## src/rtl/mc_pkg.sv

```systemverilog
// rtl/mc_pkg.sv - shared encodings for the multi-cycle controller
package mc_pkg;

  localparam logic [2:0] S_FETCH  = 3'd0;
  localparam logic [2:0] S_DECODE = 3'd1;
  localparam logic [2:0] S_EXE    = 3'd2;
  localparam logic [2:0] S_MEM    = 3'd3;
  localparam logic [2:0] S_WB     = 3'd4;
  localparam logic [2:0] S_MEMWB  = 3'd5;

  localparam logic [5:0] OP_RTYPE = 6'h00;
  localparam logic [5:0] OP_J     = 6'h02;
  localparam logic [5:0] OP_JAL   = 6'h03;
  localparam logic [5:0] OP_BEQ   = 6'h04;
  localparam logic [5:0] OP_ADDI  = 6'h08;
  localparam logic [5:0] OP_ORI   = 6'h0D;
  localparam logic [5:0] OP_LUI   = 6'h0F;
  localparam logic [5:0] OP_LB    = 6'h20;
  localparam logic [5:0] OP_LW    = 6'h23;
  localparam logic [5:0] OP_SB    = 6'h28;
  localparam logic [5:0] OP_SW    = 6'h2B;

  localparam logic [5:0] F_JR     = 6'h08;
  localparam logic [5:0] F_ADDU   = 6'h21;
  localparam logic [5:0] F_SUBU   = 6'h23;
  localparam logic [5:0] F_SLT    = 6'h2A;

  localparam logic [1:0] NPC_PC4    = 2'b00;
  localparam logic [1:0] NPC_BRANCH = 2'b01;
  localparam logic [1:0] NPC_JUMP   = 2'b10;
  localparam logic [1:0] NPC_JR     = 2'b11;

  localparam logic [1:0] GPR_RD  = 2'b00;
  localparam logic [1:0] GPR_RT  = 2'b01;
  localparam logic [1:0] GPR_RA  = 2'b10;
  localparam logic [1:0] GPR_R30 = 2'b11;

  localparam logic [1:0] M2R_ALU = 2'b00;
  localparam logic [1:0] M2R_MEM = 2'b01;
  localparam logic [1:0] M2R_PC  = 2'b10;
  localparam logic [1:0] M2R_ONE = 2'b11;

  localparam logic [1:0] EXT_ZERO = 2'b00;
  localparam logic [1:0] EXT_SIGN = 2'b01;
  localparam logic [1:0] EXT_LUI  = 2'b10;

  localparam logic [1:0] ALU_ADD = 2'b00;
  localparam logic [1:0] ALU_SUB = 2'b01;
  localparam logic [1:0] ALU_OR  = 2'b10;
  localparam logic [1:0] ALU_SLT = 2'b11;

  typedef enum logic [3:0] {
    I_ILL, I_ADDU, I_SUBU, I_SLT, I_JR, I_ORI, I_LUI, I_ADDI,
    I_LW, I_SW, I_LB, I_SB, I_BEQ, I_J, I_JAL
  } instr_e;

endpackage

```

## src/rtl/mc_decode.sv

```systemverilog
// rtl/mc_decode.sv - combinational op/funct to instruction class decode
module mc_decode
  import mc_pkg::*;
(
  input  logic [5:0] op,
  input  logic [5:0] funct,
  output instr_e     instr
);

  always_comb begin
    instr = I_ILL;
    case (op)
      OP_RTYPE: begin
        case (funct)
          F_ADDU:  instr = I_ADDU;
          F_SUBU:  instr = I_SUBU;
          F_SLT:   instr = I_SLT;
          F_JR:    instr = I_JR;
          default: instr = I_ILL;
        endcase
      end
      OP_J:    instr = I_J;
      OP_JAL:  instr = I_JAL;
      OP_BEQ:  instr = I_BEQ;
      OP_ADDI: instr = I_ADDI;
      OP_ORI:  instr = I_ORI;
      OP_LUI:  instr = I_LUI;
      OP_LB:   instr = I_LB;
      OP_LW:   instr = I_LW;
      OP_SB:   instr = I_SB;
      OP_SW:   instr = I_SW;
      default: instr = I_ILL;
    endcase
  end

endmodule

```

## src/rtl/mc_ctrl.sv

```systemverilog
// rtl/mc_ctrl.sv - multi-cycle MIPS-subset controller FSM with perf counters
// MC_CTRL_PERF_EN enables the cyc_cnt/ret_cnt counters; otherwise they read 0.
module mc_ctrl
  import mc_pkg::*;
#(
  parameter int CNT_W  = 32,
  parameter int MEM_HS = 1
) (
  input  logic             clk,
  input  logic             rst,
  input  logic [5:0]       op,
  input  logic [5:0]       funct,
  input  logic             zero,
  input  logic             overflow,
  input  logic             im_ack,
  input  logic             dm_ack,
  output logic             mem_req,
  output logic             PCWr,
  output logic             IRWr,
  output logic             DMWr,
  output logic             GPRWr,
  output logic             ALUsrc,
  output logic             ALUsign,
  output logic             byteOp,
  output logic [1:0]       M2Rsel,
  output logic [1:0]       GPRsel,
  output logic [1:0]       ExtOp,
  output logic [1:0]       NPCop,
  output logic [1:0]       ALUop,
  output logic [2:0]       state,
  output logic             illegal,
  output logic [CNT_W-1:0] cyc_cnt,
  output logic [CNT_W-1:0] ret_cnt
);

  instr_e     instr;
  logic [2:0] state_q, state_nxt;
  logic       im_ok, dm_ok;
  logic       pc_wr, ir_wr, dm_wr, gpr_wr, ill;
  logic       is_store, is_load;

  mc_decode u_decode (
    .op    (op),
    .funct (funct),
    .instr (instr)
  );

  assign im_ok    = (MEM_HS != 0) ? im_ack : 1'b1;
  assign dm_ok    = (MEM_HS != 0) ? dm_ack : 1'b1;
  assign is_store = (instr == I_SW) || (instr == I_SB);
  assign is_load  = (instr == I_LW) || (instr == I_LB);

  always_ff @(posedge clk or negedge rst) begin
    if (!rst) state_q <= S_FETCH;
    else      state_q <= state_nxt;
  end

  always_comb begin
    state_nxt = state_q;
    mem_req   = 1'b0;
    pc_wr     = 1'b0;
    ir_wr     = 1'b0;
    dm_wr     = 1'b0;
    gpr_wr    = 1'b0;
    ill       = 1'b0;
    ALUsrc    = 1'b0;
    ALUsign   = 1'b0;
    byteOp    = 1'b0;
    M2Rsel    = M2R_ALU;
    GPRsel    = GPR_RD;
    ExtOp     = EXT_ZERO;
    NPCop     = NPC_PC4;
    ALUop     = ALU_ADD;
    case (state_q)
      S_FETCH: begin
        mem_req = 1'b1;
        if (im_ok) begin
          ir_wr     = 1'b1;
          pc_wr     = 1'b1;
          state_nxt = S_DECODE;
        end
      end
      S_DECODE: begin
        case (instr)
          I_J: begin
            pc_wr = 1'b1; NPCop = NPC_JUMP; state_nxt = S_FETCH;
          end
          I_JAL: begin
            pc_wr = 1'b1; NPCop = NPC_JUMP; state_nxt = S_FETCH;
            gpr_wr = 1'b1; GPRsel = GPR_RA; M2Rsel = M2R_PC;
          end
          I_JR: begin
            pc_wr = 1'b1; NPCop = NPC_JR; state_nxt = S_FETCH;
          end
          I_ILL: begin
            ill = 1'b1; state_nxt = S_FETCH;
          end
          default: state_nxt = S_EXE;
        endcase
      end
      S_EXE: begin
        case (instr)
          I_ADDU: begin ALUop = ALU_ADD; state_nxt = S_WB; end
          I_SUBU: begin ALUop = ALU_SUB; state_nxt = S_WB; end
          I_SLT:  begin ALUop = ALU_SLT; ALUsign = 1'b1; state_nxt = S_WB; end
          I_ORI:  begin ALUsrc = 1'b1; ExtOp = EXT_ZERO; ALUop = ALU_OR; state_nxt = S_WB; end
          I_LUI:  begin ALUsrc = 1'b1; ExtOp = EXT_LUI; state_nxt = S_WB; end
          I_ADDI: begin ALUsrc = 1'b1; ExtOp = EXT_SIGN; ALUsign = 1'b1; state_nxt = S_WB; end
          I_LW, I_SW, I_LB, I_SB: begin
            ALUsrc = 1'b1; ExtOp = EXT_SIGN; state_nxt = S_MEM;
          end
          I_BEQ: begin
            ALUop = ALU_SUB; pc_wr = zero; NPCop = NPC_BRANCH; state_nxt = S_FETCH;
          end
          default: state_nxt = S_FETCH;
        endcase
      end
      S_MEM: begin
        mem_req = 1'b1;
        byteOp  = (instr == I_LB) || (instr == I_SB);
        if (is_store) begin
          dm_wr = 1'b1;
          if (dm_ok) state_nxt = S_FETCH;
        end else if (is_load) begin
          if (dm_ok) state_nxt = S_MEMWB;
        end else begin
          state_nxt = S_FETCH;
        end
      end
      S_WB: begin
        gpr_wr    = 1'b1;
        state_nxt = S_FETCH;
        GPRsel    = (instr == I_ADDU || instr == I_SUBU || instr == I_SLT) ? GPR_RD : GPR_RT;
        // An overflowing addi reports through $30 instead of writing rt.
        if (instr == I_ADDI && overflow) begin
          GPRsel = GPR_R30;
          M2Rsel = M2R_ONE;
        end
      end
      S_MEMWB: begin
        gpr_wr = 1'b1; GPRsel = GPR_RT; M2Rsel = M2R_MEM; state_nxt = S_FETCH;
      end
      default: state_nxt = S_FETCH;
    endcase
  end

  assign state   = state_q;
  assign PCWr    = pc_wr  & rst;
  assign IRWr    = ir_wr  & rst;
  assign DMWr    = dm_wr  & rst;
  assign GPRWr   = gpr_wr & rst;
  assign illegal = ill    & rst;

`ifdef MC_CTRL_PERF_EN
  logic retire;
  // Any return to FETCH other than an illegal decode completes an instruction.
  assign retire = (state_q != S_FETCH) && (state_nxt == S_FETCH) && !ill;

  always_ff @(posedge clk or negedge rst) begin
    if (!rst) begin
      cyc_cnt <= '0;
      ret_cnt <= '0;
    end else begin
      cyc_cnt <= cyc_cnt + 1'b1;
      if (retire) ret_cnt <= ret_cnt + 1'b1;
    end
  end
`else
  assign cyc_cnt = '0;
  assign ret_cnt = '0;
`endif

endmodule
```

## config.mk

```make
export PLATFORM = sky130hd
export DESIGN_NAME = mc_ctrl
export DESIGN_NICKNAME = d
export VERILOG_FILES = /design/src/rtl/mc_pkg.sv /design/src/rtl/mc_decode.sv /design/src/rtl/mc_ctrl.sv
export SDC_FILE = /design/constraint.sdc
export NUM_CORES = 1
export LEC_CHECK = 0
export ABC_AREA = 1
export CAP_MARGIN = 20
export CORE_UTILIZATION = 34
export CTS_CLUSTER_DIAMETER = 60
export CTS_CLUSTER_SIZE = 14
export DETAILED_ROUTE_END_ITERATION = 6
export GPL_ROUTABILITY_DRIVEN = 0
export PLACE_DENSITY = 0.92
export SLEW_MARGIN = 10
export SYNTH_ARGS = -nofsm -noshare
export SYNTH_HDL_FRONTEND = slang
export SYNTH_SLANG_ARGS = --single-unit
```

## constraint.sdc

```tcl
create_clock -name clk -period 1.9 [get_ports clk]
set_input_delay 0.38 -clock clk [delete_from_list [all_inputs] [get_ports clk]]
set_output_delay 0.38 -clock clk [all_outputs]
set_load 0.02 [all_outputs]
```

* After elaboration in Yosys (flattened, before gate mapping)
Cells that the tools add are included.
** Word-level totals
- Output and inout port bits :: 86
- Input bits :: 18
- Register bits :: 3
- Logic and storage cells :: 103
** Cells by class
- Muxes and demuxes :: 40
- Equal/unequal tests :: 36
- Bitwise operators :: 5
- Reduce and logical (&&, ||, !) cells :: 21
** Operator list (number)
- $pmux W4 S11 :: 1
- $eq A6 B6 Y1 const B :: 7
- $eq A4 B4 Y1 const B :: 7
- $eq A6 B4 Y1 const B :: 4
- $pmux W3 S4 :: 2
- $pmux W2 S3 :: 3
- $mux W1 :: 17
- $eq A4 B3 Y1 const B :: 4
- $mux W3 :: 5
- $eq A6 B2 Y1 const B :: 2
- $mux W2 :: 6
- $pmux W2 S2 :: 3
- $reduce_or A2 Y1 :: 5
- $eq A4 B2 Y1 const B :: 2
- $reduce_or A4 Y1 :: 2
- $reduce_or A7 Y1 :: 1
- $eq A3 B2 Y1 const B :: 2
- $eq A3 B3 Y1 const B :: 2
- $eq A6 B3 Y1 const B :: 1
- $logic_not A6 Y1 :: 1
- $ne A3 B3 Y1 const B :: 2
- $pmux W3 S2 :: 1
- $reduce_or A6 Y1 :: 1
- $and A1 B1 Y1 :: 5
- 12 further kinds :: 16

* Longest topological paths before layout
- Depth after elaboration :: 9
- Depth in mapped cells :: 11
- Gate-level depth less buffers :: 11

* Cells and area by module
From an unflattened synthesis, not the netlist that was laid out.
** Second synthesis, totals
- Cell total of the unflattened synthesis :: 217
- Area, all modules :: 1227.4 µm²
** Modules (own cells, without submodules)
- mc_ctrl :: seq. area each 75.1 µm², cells each 147, instances 1, area an instance 920.9 µm²
- mc_decode :: seq. area each 0.0 µm², cells each 70, instances 1, area an instance 306.5 µm²

* Worst setup path before layout
No wires, ideal clock.
- Kind :: register -> output
- From :: reg state_q[2] (netlist: state[2])
- To :: out NPCop[0]
- Stages on the path, launching flop included :: 4
- Data required time :: 1.520 ns
- Setup slack :: -0.321 ns
- Arrival time :: 1.841 ns
- Buffers on the path :: 0
- Cell sequence :: dfrtp_1 > nor3_1 > inv_1 > o41ai_1
** Between the ends
- Cells in the longest elaborated chain, start to end :: 2
- Elaborated cells between the ends (all ways) :: 3
- Those cells by class :: eq/ne: 2; mux: 1
** Ends and longest elaborated chain
- from (decl) :: line mc_ctrl.sv:37 : logic [2:0] state_q, state_nxt;
- from (signal assigned) :: line mc_ctrl.sv:55 : else state_q <= state_nxt;
- $eq A3 B2 Y1 / $eq A3 B1 Y1 (equally long branches) :: line mc_ctrl.sv:74 : case (state_q)
- $pmux W2 S2 * :: line mc_ctrl.sv:74
- to (decl) :: line mc_ctrl.sv:28 : output logic [1:0] NPCop,
Every way passes the cells marked *; elsewhere a longest branch is shown, timed or not.

* Final worst setup path
- From :: in op[5]
- To :: out ALUop[1]
** Between the ends
- Cells in the longest elaborated chain, start to end :: 6
- Elaborated cells between the ends (all ways) :: 19
- Those cells by class :: eq/ne: 14; mux: 3; reduce/logical: 2
** Ends and longest elaborated chain
- from (decl) :: line mc_ctrl.sv:11 : input logic [5:0] op,
- $eq A6 B6 Y1, or another cell as far along :: line mc_decode.sv:12 : case (op)
- $pmux W4 S11 * :: line mc_decode.sv:12
- $eq A4 B2 Y1 / $eq A4 B4 Y1 (equally long branches) :: line mc_ctrl.sv:102 : case (instr)
- $reduce_or A2 Y1 (no line)
- $pmux W2 S3 * :: line mc_ctrl.sv:102
- $mux W2 * :: line mc_ctrl.sv:74
- to (decl) :: line mc_ctrl.sv:29 : output logic [1:0] ALUop,
Marks and branches as above.

==> results.md <==
* Gr ovfl total at 0
* Clock buffer count from CTS at 3
* Status: finished with violations
* Setup slack after layout at -112 ps
* Syn_area_per_cell at 6.49 um2
* Die X at 64.6 um
* CTS Buffer Depth at 2
* Clk pin slew, worst setup/hold paths at roughly 30 ps
* Synth warnings at 0
* RSZ-0062 raised after global routing: yes
* Design Power at roughly 0.0011 W
* CTS Sinks at 3
* Final hold viol count at 0
* CP Launch Type: input port
* Met1 WL at roughly 1500 um
* Peak supply drop at 0.000236 V
* Syn Inst Count at 205
* TritonCTS clock tree: built
* Final net count at 314
* Layout cells sized above 1 at 59.3%
* DR WL/cell at 12.3 um
* Max layer used: met4
* Max-cap violations at 0
* Largest net degree at the start of global routing at 7
* Final setup violation count at 9
* Worst Path Arrival at 1630 ps
* Synth area leader: buf_4
* Antenna violations before repair at 0
* Crit path cell chain: buf_8, nor2_4, buf_6, nand3_4, nand2_4, nor2_4, nand2_4, nand2_4, nor2_4, nand3_2, o21ai_2, buf_6
* Final Max Slew Viols at 0
* Crit path largest cell delay at 220 ps
* Met3 WL post-DR at 222 um
* Drt total wl at 4220 um
* Top cells by area, synth: buf_4 37%, nand2_1 6.2%, nand3_1 6.0%
* Pwr per Cell Area at 499 nW/um2
* Leakage dissipation at ~1.2 nW
* Crit Path Category: in -> out
* FF+latch count, synth at 3
* Clock skew at 1.32 ps
* PortBufs at 39
* Number of diodes at 0
* Root Buffer: clkbuf_8
* Ys async rst share at 100%
* Post-route ant nets at 0
* CP delay by family, top: simple AND/OR/NAND/NOR gates
* DP Wirelength at 2880 um
* Post-synthesis cell area at 1330 um2
* Peak Freq at about 500 MHz
* Ys flop type: dfrtp_1
* Register area share after synthesis at 5.64%
* Buf/Inv on CP at 3
* Core Area at 3720 um2
* Tcrit/Tclk final at 106%
* Vias in the first global route at about 1400
* Die area at 4170 um2
* I/O pin count at 104
* Cell variety after synth at 27
* Skew-Pair Late Insertion Delay at 210 ps
* Most common cell after layout, fill and taps aside: conb_1
* Pre-antenna DRT Iters at 4
* Crit. End Element: output port
* Minimum clock period at slightly above 2000 ps
* Top cell type's share of synthesized area at 36.7%
* DRC at 0
* Metal2 WL at around 2500 um
* GRT Util Overall at 18.8%
* Worst-path maximum fanout at 5
* First-pass GRT wire length at 6150 um
* Min Hold Slack at 483 ps
* Vias per inst at 4.35
* H-tree depth at 1
* Initial Utilization at 35.8%
* Via count of the routed design at 1492
* Most frequent cells in the layout: 64 x conb_1, 43 x buf_4, 18 x buf_6, 16 x nor2_4, 14 x nand2_4
* Worst Path Required at 1520 ps
* Synth-to-layout area growth at 70.9%
* Fillers at 323
* Drt initial violations at 34
* Max FFs per register at 3
* Die Y at ~65 um
* Cell Rows at 22
* Failing checks: setup timing
* EDFF count, synth at 0
* Worst min-delay path category: in -> async
* CP max-delay cell: nor2_4
through the flow:
stage	TNS (ps)	area [um2]	std cells	worst slack [ps]	util (%)
6_report	-683	2270	343	-112	61.2
3_5_place_dp	-16470	1830	327	-1090	49.3
5_1_grt	-1440	2270	343	-195	61.2
3_3_place_gp	-15400	1830	327	-1060	49.3
4_1_cts	-693	2120	339	-91.4	57.1
2_1_floorplan	-8.71	1590	268	-8.71	-
final cells by class:
type / count / area (um2) / share of cell area, %
sequential: 3 / 76.3 / 3.36
clock buffer: 4 / 45.0 / 1.98
multi-input combinational: 176 / 1210 / 53.2
tap: 48 / 60.1 / 2.64
inverter: 25 / 109 / 4.79
timing repair buffer: 87 / 774 / 34.0
layer usage:
| metal | vias up | global-route usage, % |
|---|---|---|
| li1 | 702 | - |
| met1 | 704 | 17.3 |
| met2 | 80 | 40.0 |
| met3 | 6 | 3.70 |
| met4 | 0 | 5.83 |
| met5 | - | 0 |
cells in the mapped netlist (3+ instances only):
library cell and n:
buf_4 65, nand2_1 22, inv_1 19, nand3_1 16, nor2_1 16, nor2_2 8
nand2_2 7, a21oi_1 6, nand2_4 6, nand3_2 6, nor2_4 6, inv_2 5
dfrtp_1 3, nand4_1 3, nor3_1 3, o21ai_0 3
where the power goes:
group	switching, W	internal, W	leakage [nW]
Sequential	0.0000153	0.0000809	0.0382
Combinational	0.000511	0.000349	1.15
Clock	0.0000369	0.000143	0.0228
worst reg2reg max path, delay by kind of cell, from the launching register on:
kind,cells,cell delay (ps)
buffers and inverters,3,450
AOI/OAI and AO/OA,2,180
DFF,1,410
and+or+nand+nor,2,490
logic make-up (layout without fill, tap and decap cells):
family	Yosys count	count (layout)	share of synthesized area, %
DFF	3	3	5.64
AOI/OAI and AO/OA	14	14	6.30
other	1	64	0.282
buffers and inverters	90	116	43.7
and+or+nand+nor	97	98	44.1
final timing paths:
path / endpoint / startpoint / slack [ps] / depth (start not counted)
min in group clk: state[2]$_DFFE_PN0P_ / op[4] / 760 / 7
hold / removal: state[1]$_DFFE_PN0P_ / rst / 480 / 2
setup / recovery: ALUop[1] / op[5] / -110 / 12
hold reg to reg: state[2]$_DFFE_PN0P_ / state[0]$_DFFE_PN0P_ / 890 / 7
setup reg to reg: state[0]$_DFFE_PN0P_ / state[2]$_DFFE_PN0P_ / 230 / 7
max in group asynchronous: state[1]$_DFFE_PN0P_ / rst / 1300 / 2
timing repair:
item | CTS | global route
hold buffers | 0 | 0
buffers inserted | 7 | 4
gates cloned | 1 | 0
endpoints found under the setup margin | 19 | 18
gates resized for setup | 193 | 55
endpoints found under the hold margin | 0 | 0
pin swaps | 37 | 27
Power figures use the tool's default switching activity.
==> RTL edit 1, RTL diff (config.mk and constraints unchanged) <==
The option `MC_CTRL_PERF_EN` is turned on by a define.
--- a/src/rtl/mc_ctrl.sv
+++ b/src/rtl/mc_ctrl.sv
@@ -1,5 +1,7 @@
 // rtl/mc_ctrl.sv - multi-cycle MIPS-subset controller FSM with perf counters
 // MC_CTRL_PERF_EN enables the cyc_cnt/ret_cnt counters; otherwise they read 0.
+`define MC_CTRL_PERF_EN
+
 module mc_ctrl
   import mc_pkg::*;
 #(
Check against the original RTL: not equivalent (a bounded check fails within 4 cycles, from zero or initial values and one cycle with rst low).
==> RTL edit 1 against the original RTL <==
- the run still ends with negative setup slack left
- first-iteration DRC count grew to 10 times the old value
- final cell count increased to 2.8 times the old value
- total power grew to 3.7 times the old value
- sequential cell count up 64
- sequential power increased to 16 times the old value
- combinational power is 31% higher
- synthesized cell count grew to 2.8 times the old value
- sequential share of layout area rose by 20 points
- final area grew to 3.2 times the old value
- non-clock buffer count increased by 108
- routed wire length rose to 3.9 times the old value
- synthesized area rose to 3.2 times the old value
- setup slack worse by 0.18 ns
- highest routed layer unchanged
==> RTL edit 1: results (changes against the original RTL) <==
\begin{tabular}{lr}
\hline
Metric & Value \\
\hline
\multicolumn{2}{l}{\textbf{Final layout}} \\
\quad Combined flip-flop and latch cell area & 1682 µm² (was 76.32 µm²) \\
\quad Net count, final & 797 (was 314) \\
\quad Number of filler instances in the final layout & 958 (was 323) \\
\multicolumn{2}{l}{\textbf{Power}} \\
\quad Switching power share of the total & 0.3002 (was 0.4961) \\
\quad Max rail drop VDD & 477.9 µV (was 236.3 µV) \\
\multicolumn{2}{l}{\textbf{Clock network}} \\
\quad CTS Root Buffer Type & clkbuf\_16 (was clkbuf\_8) \\
\quad Clock buffers created by TritonCTS & 9 (was 3) \\
\quad Clock slew seen by the registers of the worst setup and hold paths & 0.05 ns (was 0.03 ns) \\
\quad Worst-skew pair later-pin latency & 0.33 ns (was 0.21 ns) \\
\quad Htree depth & 3 (was 1) \\
\multicolumn{2}{l}{\textbf{Run status}} \\
\quad Violations in the final reports & negative setup slack (unchanged) \\
\quad Outcome & finished, violations left (unchanged) \\
\multicolumn{2}{l}{\textbf{Global route}} \\
\quad Number of global-route vias before repair & 4941 (was 1402) \\
\quad Total routing usage reported by global routing & 0.2314 (was 0.1882) \\
\quad Pin count of the biggest net entering global routing & 68 (was 7) \\
\multicolumn{2}{l}{\textbf{STA}} \\
\quad Setup total negative slack & -6.572 ns (was -0.6827 ns) \\
\quad Final clock skew & 0.003819 ns (was 0.001318 ns) \\
\quad Final setup violation count & 49 (was 9) \\
\quad PnR worst setup slack & -0.2950 ns (was -0.1124 ns) \\
\multicolumn{2}{l}{\textbf{Route}} \\
\quad Via count normalized by instance count & 5.307 (was 4.350) \\
\quad Number of design-rule violations left by the first detailed-router iteration & 340 (was 34) \\
\quad Mean routed wirelength per cell & 17.31 µm (was 12.31 µm) \\
\quad Drt pass-1 iters & 6 (was 4) \\
\multicolumn{2}{l}{\textbf{Placed design}} \\
\quad DP Wirelength & 9550 µm (was 2877 µm) \\
\multicolumn{2}{l}{\textbf{Critical path}} \\
\quad Stage delay of the slowest cell on the critical path & 0.19 ns (was 0.22 ns) \\
\quad Data arrival time at the worst-slack endpoint & 1.81 ns (was 1.63 ns) \\
\multicolumn{2}{l}{\textbf{Logic synthesis}} \\
\quad Seq/Total Area, Yosys & 0.3908 (was 0.05639) \\
\hline
\end{tabular}
## RTL edit 1: changes by cell type after synthesis, sizes merged, moves of 8 or more
cell,unedited run,this run
nand2,35,167
inv,24,64
nor3,4,36
nor2,30,69
nand4,3,14
dfrtp,3,67
xor2,0,47
nand3,22,66
buf,65,11
nor4,0,8
xnor2,0,13
## RTL edit 1: cell type report
class                      count  share of cell area
sequential                    67              0.2336
tap                          168             0.02920
multi-input combinational    439              0.4040
clock inverter                 1           0.0006953
inverter                      65             0.03668
clock buffer                  15             0.03998
timing repair buffer         195              0.2559
## RTL edit 1: power groups by stage
stage	registers, mW	clock network [mW]	logic, mW
after floorplan	1.60	0	0.339
after detailed placement	1.53	0	0.811
after CTS	1.50	1.63	0.905
after global placement	1.52	0	0.791
final	1.51	1.60	1.13
after global routing	1.51	1.70	1.20
## RTL edit 1: repair_timing
item	CTS	global route
resized for setup	245	89
pin swaps	40	25
cloned	1	3
setup endpoints to repair	58	64
setup buffers	10	11
## RTL edit 1: final timing paths
| kind | start | to | slack, ns |
|---|---|---|---|
| setup / recovery | op[5] | PCWr | -0.29 |
| hold / removal | rst | ret_cnt[31]$_DFFE_PN0P_ | 0.32 |
| setup reg to reg | state[0]$_DFF_PN0_ | ret_cnt[3]$_DFFE_PN0P_ | -0.15 |
| hold reg to reg | cyc_cnt[31]$_DFF_PN0_ | cyc_cnt[31]$_DFF_PN0_ | 0.48 |
| max in group asynchronous | rst | cyc_cnt[1]$_DFF_PN0_ | 0.97 |
| min in group clk | cyc_cnt[31]$_DFF_PN0_ | cyc_cnt[31]$_DFF_PN0_ | 0.48 |
## RTL edit 1: layer usage
layer / up-vias / part of all wire / track usage
met5: - / 0 / 0
met4: 0 / 0.061 / 0.1325
met3: 110 / 0.074 / 0.05770
met2: 308 / 0.50 / 0.4020
met1: 2361 / 0.36 / 0.2579
li1: 2263 / - / -
## RTL edit 1: per-stage QoR
| step | cells | worst slack (ns) |
|---|---|---|
| after floorplan | 581 | -0.06432 |
| after detailed placement | 909 | -1.088 |
| after global routing | 950 | -0.4490 |
| after global placement | 909 | -0.9974 |
| after CTS | 936 | -0.1211 |
| final | 950 | -0.2950 |
## RTL edit 1: cell families after synthesis
logic type | synth area share
buf+inv | 0.07728
simple gates | 0.3882
compound gates | 0.01546
fa+ha+maj | 0.005832
xor+xnor | 0.1225
flops | 0.3908
==> RTL edit 2, RTL diff (same flow settings) <==
Without the edit above. Set the parameter `CNT_W` to 48 (it was 32).
--- a/src/rtl/mc_ctrl.sv
+++ b/src/rtl/mc_ctrl.sv
@@ -3,7 +3,7 @@
 module mc_ctrl
   import mc_pkg::*;
 #(
-  parameter int CNT_W  = 32,
+  parameter int CNT_W  = 48,
   parameter int MEM_HS = 1
 ) (
   input  logic             clk,
Ports: changed (resized cyc_cnt and ret_cnt); port bits go from 104 to 136. The function was not compared with the original's and may differ.
==> RTL edit 2 against the original RTL <==
- the flow still finishes with violations (negative setup slack)
- first-iteration DRC count grew 71%
- final cell count grew 11%
- routed wire length shrank 2.0%
- synthesized area grew 18%
- sequential cell count is the same
- critical path depth is the same
- setup slack lost 0.0033 ns
- final area grew 2.8%
- total power grew 0.90%
==> RTL edit 2: results (changes against the original RTL) <==
\begin{tabular}{lr}
\hline
Metric & Value \\
\hline
\multicolumn{2}{l}{\textbf{Route}} \\
\quad Number of design-rule violations left by the first detailed-router iteration & 58 (was 34) \\
\quad Sum of routed wire length over all layers & 4140 µm (was 4224 µm) \\
\quad Via count normalized by instance count & 4.092 (was 4.350) \\
\multicolumn{2}{l}{\textbf{Placed design}} \\
\quad DP Wirelength & 3055 µm (was 2877 µm) \\
\quad Number of placed instances, taps included & 366 (was 327) \\
\multicolumn{2}{l}{\textbf{Global route}} \\
\quad Total routing usage reported by global routing & 0.1602 (was 0.1882) \\
\quad First-pass GRT wire length & 6285 µm (was 6154 µm) \\
\quad Number of global-route vias before repair & 1445 (was 1402) \\
\multicolumn{2}{l}{\textbf{Critical path}} \\
\quad Worst path slowest cell & nor2\_1 (was nor2\_4) \\
\quad Register-to-register path setup slack & 0.33 ns (was 0.23 ns) \\
\multicolumn{2}{l}{\textbf{Logic synthesis}} \\
\quad Post-synthesis average cell area & 6.631 µm² (was 6.494 µm²) \\
\quad Cell types with the largest area share after synthesis & buf\_4 46\%, nand2\_1 5.3\%, nand3\_1 5.1\%, dfrtp\_1 4.8\%, inv\_1 4.5\% (was buf\_4 37\%, nand2\_1 6.2\%, nand3\_1 6.0\%, dfrtp\_1 5.6\%, inv\_1 5.4\%) \\
\quad Commonest cells post-synth & 97 x buf\_4, 22 x nand2\_1, 19 x inv\_1, 16 x nand3\_1, 16 x nor2\_1 (was 65 x buf\_4, 22 x nand2\_1, 19 x inv\_1, 16 x nand3\_1, 16 x nor2\_1) \\
\quad Seq/Total Area, Yosys & 0.04777 (was 0.05639) \\
\multicolumn{2}{l}{\textbf{STA}} \\
\quad Final Slew Violations & 0 (unchanged) \\
\quad Setup total negative slack & -0.6371 ns (was -0.6827 ns) \\
\quad Final setup violation count & 12 (was 9) \\
\quad PnR worst setup slack & -0.1157 ns (was -0.1124 ns) \\
\multicolumn{2}{l}{\textbf{Run status}} \\
\quad Violations in the final reports & negative setup slack (unchanged) \\
\quad Outcome & finished, violations left (unchanged) \\
\multicolumn{2}{l}{\textbf{Power}} \\
\quad Internal power consumption & 0.5494 mW (was 0.5722 mW) \\
\quad LEAKAGE & 1.298 nW (was 1.214 nW) \\
\quad Max rail drop VDD & 317.7 µV (was 236.3 µV) \\
\multicolumn{2}{l}{\textbf{Clock network}} \\
\quad Worst-skew pair later-pin latency & 0.23 ns (was 0.21 ns) \\
\multicolumn{2}{l}{\textbf{Final layout}} \\
\quad Number of filler instances in the final layout & 449 (was 323) \\
\quad Net count, final & 348 (was 314) \\
\quad Share of post-route cells with drive strength above 1 & 0.5167 (was 0.5932) \\
\quad Layout Cells excl Fill & 381 (was 343) \\
\hline
\end{tabular}
RTL edit 2: kinds of logic (layout without fill, tap and decap cells):
| group | after synthesis | after routing | share of synthesized area |
|---|---|---|---|
| buffers and inverters | 122 | 119 | 0.5231 |
| and+or+nand+nor | 97 | 97 | 0.3734 |
| AOI/OAI and AO/OA | 14 | 14 | 0.05334 |
| DFF | 3 | 3 | 0.04777 |
| other | 1 | 96 | 0.002386 |
RTL edit 2: worst max-delay path by stage:
| stage | startpoint | endpoint | cells past startpoint |
|---|---|---|---|
| detailed placement | op[1] | ALUop[0] | 10 |
| CTS | op[4] | illegal | 11 |
| floorplan | state[2]$_DFFE_PN0P_ | NPCop[0] | 3 |
| global route | op[5] | PCWr | 12 |
| finish | op[5] | PCWr | 12 |
| global placement | op[1] | ALUop[0] | 10 |
RTL edit 2: routing by layer:
| layer | GRT usage | vias up | part of all wire |
|---|---|---|---|
| li1 | - | 736 | - |
| met1 | 0.1546 | 731 | 0.32 |
| met2 | 0.3226 | 82 | 0.58 |
| met3 | 0.02597 | 10 | 0.071 |
| met4 | 0.07556 | 0 | 0.021 |
| met5 | 0 | - | 0 |
RTL edit 2: power groups by stage:
stage	sequential, mW	combinational [mW]	clock, mW
final	0.0945	0.856	0.195
after global placement	0.0916	0.737	0
after global routing	0.0958	0.920	0.206
after detailed placement	0.0928	0.754	0
after CTS	0.0934	0.792	0.198
after floorplan	0.119	0.558	0
RTL edit 2: layout make-up:
class / instances / area [µm²] / area share
tap: 52 / 65.06 / 0.02784
sequential: 3 / 77.57 / 0.03319
timing repair buffer: 90 / 750.7 / 0.3212
multi-input combinational: 207 / 1292 / 0.5530
inverter: 25 / 106.4 / 0.04550
clock buffer: 4 / 45.04 / 0.01927
RTL edit 2: timing repair:
item | in CTS | in global routing
pin swaps | 30 | 30
buffers inserted | 8 | 3
setup endpoints to repair | 20 | 19
gates cloned | 0 | 0
gates resized for setup | 189 | 40
RTL edit 2: worst max-delay path, delay by kind of cell:
| kind | cells | cell delay [ns] |
|---|---|---|
| and+or+nand+nor | 6 | 0.66 |
| buffers and inverters | 5 | 0.49 |
| AOI/OAI and AO/OA | 1 | 0.09 |
RTL edit 2: stage by stage:
stage	util	hold WS (ns)	total power, mW	cell area, µm²	setup slack [ns]
global placement	0.4515	0.6907	0.8287	1979	-1.081
floorplan	-	0.08441	0.6770	1952	-0.008713
global route	0.5331	0.4999	1.222	2337	-0.1707
finish	0.5331	0.4669	1.146	2337	-0.1157
detailed placement	0.4515	0.7029	0.8472	1979	-1.150
CTS	0.5106	0.4717	1.083	2238	-0.08585
